## src/rtl/key_event_arbiter.sv

```systemverilog
// Debounces N_CH level inputs into press/release events and merges them onto one
// valid/ready event stream. A fair round-robin arbiter picks the channel.
module key_event_arbiter #(
    parameter int N_CH            = 4,
    parameter int DEBOUNCE_CYCLES = 19,
    parameter bit REPORT_RELEASE  = 1'b0,
    localparam int CW             = $clog2(N_CH)
) (
    input  logic            clk,
    input  logic            resetn,
    input  logic [N_CH-1:0] in,
    output logic            ev_valid,
    input  logic            ev_ready,
    output logic [CW-1:0]   ev_chan,
    output logic            ev_press,
    output logic [N_CH-1:0] stable,
    output logic [N_CH-1:0] overrun,
    input  logic [N_CH-1:0] overrun_clr
);

    localparam logic [7:0] TC = 8'(DEBOUNCE_CYCLES - 1);

    logic [7:0]      cnt [N_CH];
    logic [N_CH-1:0] slot_full;
    logic [N_CH-1:0] slot_type;
    logic [N_CH-1:0] raise;
    logic [N_CH-1:0] granted;
    logic [N_CH-1:0] drop;
    logic [CW-1:0]   rr_ptr;
    logic [CW-1:0]   grant_idx;
    logic [CW-1:0]   rr_next;
    logic            found;
    logic            grant;
    logic            loadable;
    int unsigned     idx;

    always_comb begin
        for (int i = 0; i < N_CH; i++) begin
            raise[i] = (in[i] != stable[i]) && (cnt[i] == TC) && (in[i] || REPORT_RELEASE);
        end
    end

    assign loadable = !ev_valid || ev_ready;

    // Walk the ring backwards so the slot closest to rr_ptr is the last one written.
    always_comb begin
        found     = 1'b0;
        grant_idx = '0;
        idx       = 0;
        for (int k = N_CH - 1; k >= 0; k--) begin
            idx = (32'(rr_ptr) + 32'(k)) % 32'(N_CH);
            if (slot_full[idx]) begin
                found     = 1'b1;
                grant_idx = CW'(idx);
            end
        end
        grant = found && loadable;
    end

    assign rr_next = (grant_idx == CW'(N_CH - 1)) ? '0 : grant_idx + 1'b1;

    always_comb begin
        for (int i = 0; i < N_CH; i++) begin
            granted[i] = grant && (grant_idx == CW'(i));
            drop[i]    = raise[i] && slot_full[i] && !granted[i];
        end
    end

    always_ff @(posedge clk) begin
        if (!resetn) begin
            for (int i = 0; i < N_CH; i++) begin
                cnt[i] <= '0;
            end
            stable    <= '0;
            slot_full <= '0;
            slot_type <= '0;
            overrun   <= '0;
            rr_ptr    <= '0;
            ev_valid  <= 1'b0;
            ev_chan   <= '0;
            ev_press  <= 1'b0;
        end else begin
            for (int i = 0; i < N_CH; i++) begin
                if (in[i] == stable[i]) begin
                    cnt[i] <= '0;
                end else if (cnt[i] == TC) begin
                    stable[i] <= in[i];
                    cnt[i]    <= '0;
                end else begin
                    cnt[i] <= cnt[i] + 8'd1;
                end

                // A slot freed by this edge's grant can take a new event at once.
                if (raise[i] && !drop[i]) begin
                    slot_full[i] <= 1'b1;
                    slot_type[i] <= in[i];
                end else if (granted[i]) begin
                    slot_full[i] <= 1'b0;
                end
            end

            overrun <= (overrun & ~overrun_clr) | drop;

            if (loadable) begin
                if (grant) begin
                    ev_valid <= 1'b1;
                    ev_chan  <= grant_idx;
                    ev_press <= slot_type[grant_idx];
                    rr_ptr   <= rr_next;
                end else begin
                    ev_valid <= 1'b0;
                end
            end
        end
    end

endmodule
```

## config.mk

```make
export PLATFORM = sky130hd
export DESIGN_NAME = key_event_arbiter
export DESIGN_NICKNAME = d
export VERILOG_FILES = /design/src/rtl/key_event_arbiter.sv
export SDC_FILE = /design/constraint.sdc
export NUM_CORES = 1
export LEC_CHECK = 0
export BUFFER_PORTS_ARGS = -buffer_cell sky130_fd_sc_hd__buf_4
export CAP_MARGIN = 20
export CORE_ASPECT_RATIO = 0.7
export CORE_MARGIN = 2
export CORE_UTILIZATION = 61
export CTS_BUF_LIST = sky130_fd_sc_hd__clkbuf_2
export CTS_CLUSTER_DIAMETER = 200
export DETAILED_ROUTE_END_ITERATION = 16
export GPL_TIMING_DRIVEN = 0
export HOLD_SLACK_MARGIN = 0.1
export PLACE_DENSITY = 0.81
export RECOVER_POWER = 25
export SLEW_MARGIN = 20
export SYNTH_ARGS = -nofsm -noshare
export SYNTH_HDL_FRONTEND = slang
export SYNTH_SLANG_ARGS = --single-unit
export TNS_END_PERCENT = 30
```

## constraint.sdc

```tcl
create_clock -name clk -period 2.37 [get_ports clk]
set_input_delay 0.3555 -clock clk [delete_from_list [all_inputs] [get_ports clk]]
set_output_delay 0.3555 -clock clk [all_outputs]
set_load 0.03 [all_outputs]
```

==> results.py <==
metrics = {
    "run_status": {
        "status": "completed",
    },
    "setup_path": {
        "path_cells": "a21oi_1 -> a2bb2oi_1 -> inv_1 -> ha_1 -> nand2_1 -> nand2_1 -> o22ai_1 -> and2_1",
        "critPathLaunchType": "register",
        "endpoint_kind": "register",
        "ff2ff_setup_slack_ns": 0.34,
        "cp-startpoint": "slot_full[2]",
        "cpMaxStageDelayCell": "a2bb2oi_1",
        "r2r-start": "slot_full[2]",
        "slowest_delay_ns": 0.56,
        "cp.required_ns": 2.78,
        "criticalPathCategory": "reg -> reg",
        "crit_path_frequent_cell": "nand2_1",
        "arrival_ns": 2.44,
        "cp_max_fo": 7,
    },
    "global_routing": {
        "grt_use_met3_pct": 5.014,
        "first_global_vias": 1897,
        "grt_max_degree": 17,
        "antenna_found_initial": 0,
        "busiest_layer": "met2",
        "globalRouteOverflowTotal": 0,
        "gr-usage-met2_pct": 36.29,
        "grt_use_met1_pct": 24.84,
        "grt_pass1_wl_um": 8073,
        "track_usage_pct": 20.71,
    },
    "final_layout": {
        "diodes": 0,
        "stdcell_count": 366,
        "syn2layout_area_growth_pct": 13.27,
        "layout-drive-gt1-share_pct": 6.752,
        "nets": 333,
        "final_area_um2": 3033,
    },
    "drt": {
        "wirelength_um": 4773,
        "vias": 1896,
        "drt_iter0_markers": 101,
        "viasPerCell": 5.180,
        "drtAntennaViolNets": 0,
        "first_pass_iters": 4,
        "wl_per_cell_um": 13.04,
        "drc_errors": 0,
    },
    "sta": {
        "final-max-slew-violation-count": 0,
        "whs_ns": 0.1473,
        "rsz0062_at_grt": "no",
        "min_period_ns": 2.027,
        "fin_crit_sh_pct": 85.51,
        "tns_ns": 0,
        "relSlewSlack_pct": 55.50,
        "setup_violations": 0,
        "setup_slack_ns": 0.3434,
        "fmax_mhz": 493.4,
        "tightest_slew_ns": 0.6649,
        "finClkSkew_ns": 0.02697,
        "hold_violations": 0,
    },
    "place": {
        "place_congestion": 0.8089,
        "dp_slack_ns": 0.2113,
        "numPortBuffers": 21,
        "hpwl_um": 3608,
        "placedCellCount": 358,
        "place_area_um2": 3020,
    },
    "clock_network": {
        "cts.reportedPaths.clkPinSlew_ns": 0.28,
        "cts_made_buffers": 5,
        "clock_sinks": 54,
        "post_cts_buffers": 0,
        "cts_tree": "yes",
        "cts_root_buffer": "clkbuf_2",
        "clk_latency_ns": 0.46,
        "htreeDepth": 2,
        "cts_buffer_depth": 2,
    },
    "die": {
        "die_w_um": 83.19,
        "floorplan.initialDensity_pct": 62.57,
        "die_area_um2": 4944,
        "io_pins": 23,
        "rows": 20,
        "fp.dieH_um": 59.43,
        "core-area_um2": 4279,
    },
    "power": {
        "p_leak_uw": 0.001200,
        "power_frac_seq_pct": 65.0,
        "p_clk_share_pct": 28.0,
        "netSwitchingPower_uw": 382.4,
        "intPower_uw": 1258,
        "power.density_nw_per_um2": 540.8,
        "swShare_pct": 23.31,
        "combPwrFrac_pct": 6.9,
        "irDropWorstVdd_uv": 543.1,
    },
    "logic_synthesis": {
        "synth.most_common_cell": "nor2_1",
        "synth_edf_count": 32,
        "seq_area_frac_synth_pct": 52.34,
        "synthTopCellsByArea": "edfxtp_1, dfxtp_1, ha_1",
        "synth_ff_type": "edfxtp_1",
        "synth_area_um2": 2678,
        "synth_area_leader_cell": "edfxtp_1",
        "avgSynthCellArea_um2": 10.67,
        "synth.distinct_cells": 35,
        "synth_common_cells": "nor2_1, edfxtp_1, dfxtp_1, nand3_1, xor2_1",
        "synth_top_area_share_pct": 35.89,
        "synth.ff_latch_count": 54,
        "async_flop_share_pct": 0,
        "syn_inst": 251,
        "ys_warn_count": 0,
    },
    "job": {
        "drv_cap": 0,
    },
    "worst_hold_path": {
        "hold_path.class": "in -> reg",
        "worstHoldStart": "in[3]",
    },
}
[metrics by stage]
step,power (µW),util [%]
finish,1640,70.88
global route,1703,70.88
CTS,1654,72.11
detailed placement,1201,70.58
global placement,1193,70.58
floorplan,1157,-
[metal layers]
layer	wire, µm	up-vias
li1	-	963
met1	2218	895
met2	2326	27
met3	148	11
met4	79	0
met5	0	-
[cells in the final DEF (no fill, tap or decap), drive strengths merged, types with 2 or more instances in the layout]
| cell type | n |
|---|---|
| nand3b | 2 |
| o22ai | 4 |
| xor2 | 17 |
| a21boi | 5 |
| nor3 | 3 |
| ha | 12 |
| conb | 32 |
| nor2b | 7 |
| nor4b | 2 |
| buf | 9 |
| a21oi | 8 |
| and2 | 4 |
| or3b | 2 |
| dfxtp | 22 |
| nor4bb | 2 |
| clkinv | 2 |
| o21a | 4 |
| xnor2 | 11 |
| nor2 | 38 |
| and3 | 8 |
| nand3 | 20 |
| mux2i | 10 |
| edfxtp | 32 |
| clkbuf | 20 |
| nand4b | 2 |
| nand2 | 13 |
| inv | 12 |
[worst max-delay path, delay by kind of cell, from the launching register on]
kind                       cells  cell delay [ns]
adders and majority gates      1             0.22
DFF                            1             0.54
and+or+nand+nor                3             0.29
AOI/OAI and AO/OA              3             0.79
buffers and inverters          1             0.14
[worst paths after layout]
| check | endpoint | cells after the start |
|---|---|---|
| setup / recovery | overrun[0] | 8 |
| hold / removal | stable[3] | 3 |
| setup reg to reg | overrun[0] | 8 |
| hold reg to reg | slot_type[1] | 1 |
[final cells by class]
| class | instances | area, µm² |
|---|---|---|
| buffer | 3 | 11.26 |
| tap | 55 | 68.82 |
| clock inverter | 3 | 40.04 |
| timing repair buffer | 21 | 112.6 |
| multi-input combinational | 213 | 1329 |
| fill | 337 | 1246 |
| sequential | 54 | 1401 |
| inverter | 12 | 45.04 |
| clock buffer | 5 | 25.02 |
[flip-flops by register name, summed over array words and instances (netlist names)]
name and flops:
slot_full 4, overrun 4, ev_valid 1, ev_press 1, cnt 32, stable 4
slot_type 4, rr_ptr 2, ev_chan 2
[cell families (layout without fill, tap and decap cells)]
logic type / after synthesis / in the layout / synth area share (%)
xor gates and xnor gates: 28 / 28 / 9.159
adders and majority gates: 12 / 12 / 5.607
DFF: 54 / 54 / 52.34
AOI/OAI and AO/OA: 25 / 25 / 6.449
muxes: 10 / 10 / 3.738
buffers and inverters: 15 / 44 / 2.103
other: 1 / 32 / 0.1401
and+or+nand+nor: 106 / 106 / 20.47
[power by group through the flow]
| stage | logic, µW | registers, µW | clock network (µW) |
|---|---|---|---|
| finish | 114 | 1070 | 460 |
| global route | 131 | 1070 | 500 |
| CTS | 114 | 1070 | 472 |
| detailed placement | 114 | 1090 | 0 |
| global placement | 109 | 1080 | 0 |
| floorplan | 79.0 | 1080 | 0 |
[repair_timing]
action                                  CTS  global route
resized for setup                         0             1
endpoints found under the setup margin    0             1
hold buffers                              0             0
Note: power is estimated with default switching activity, not from simulation.
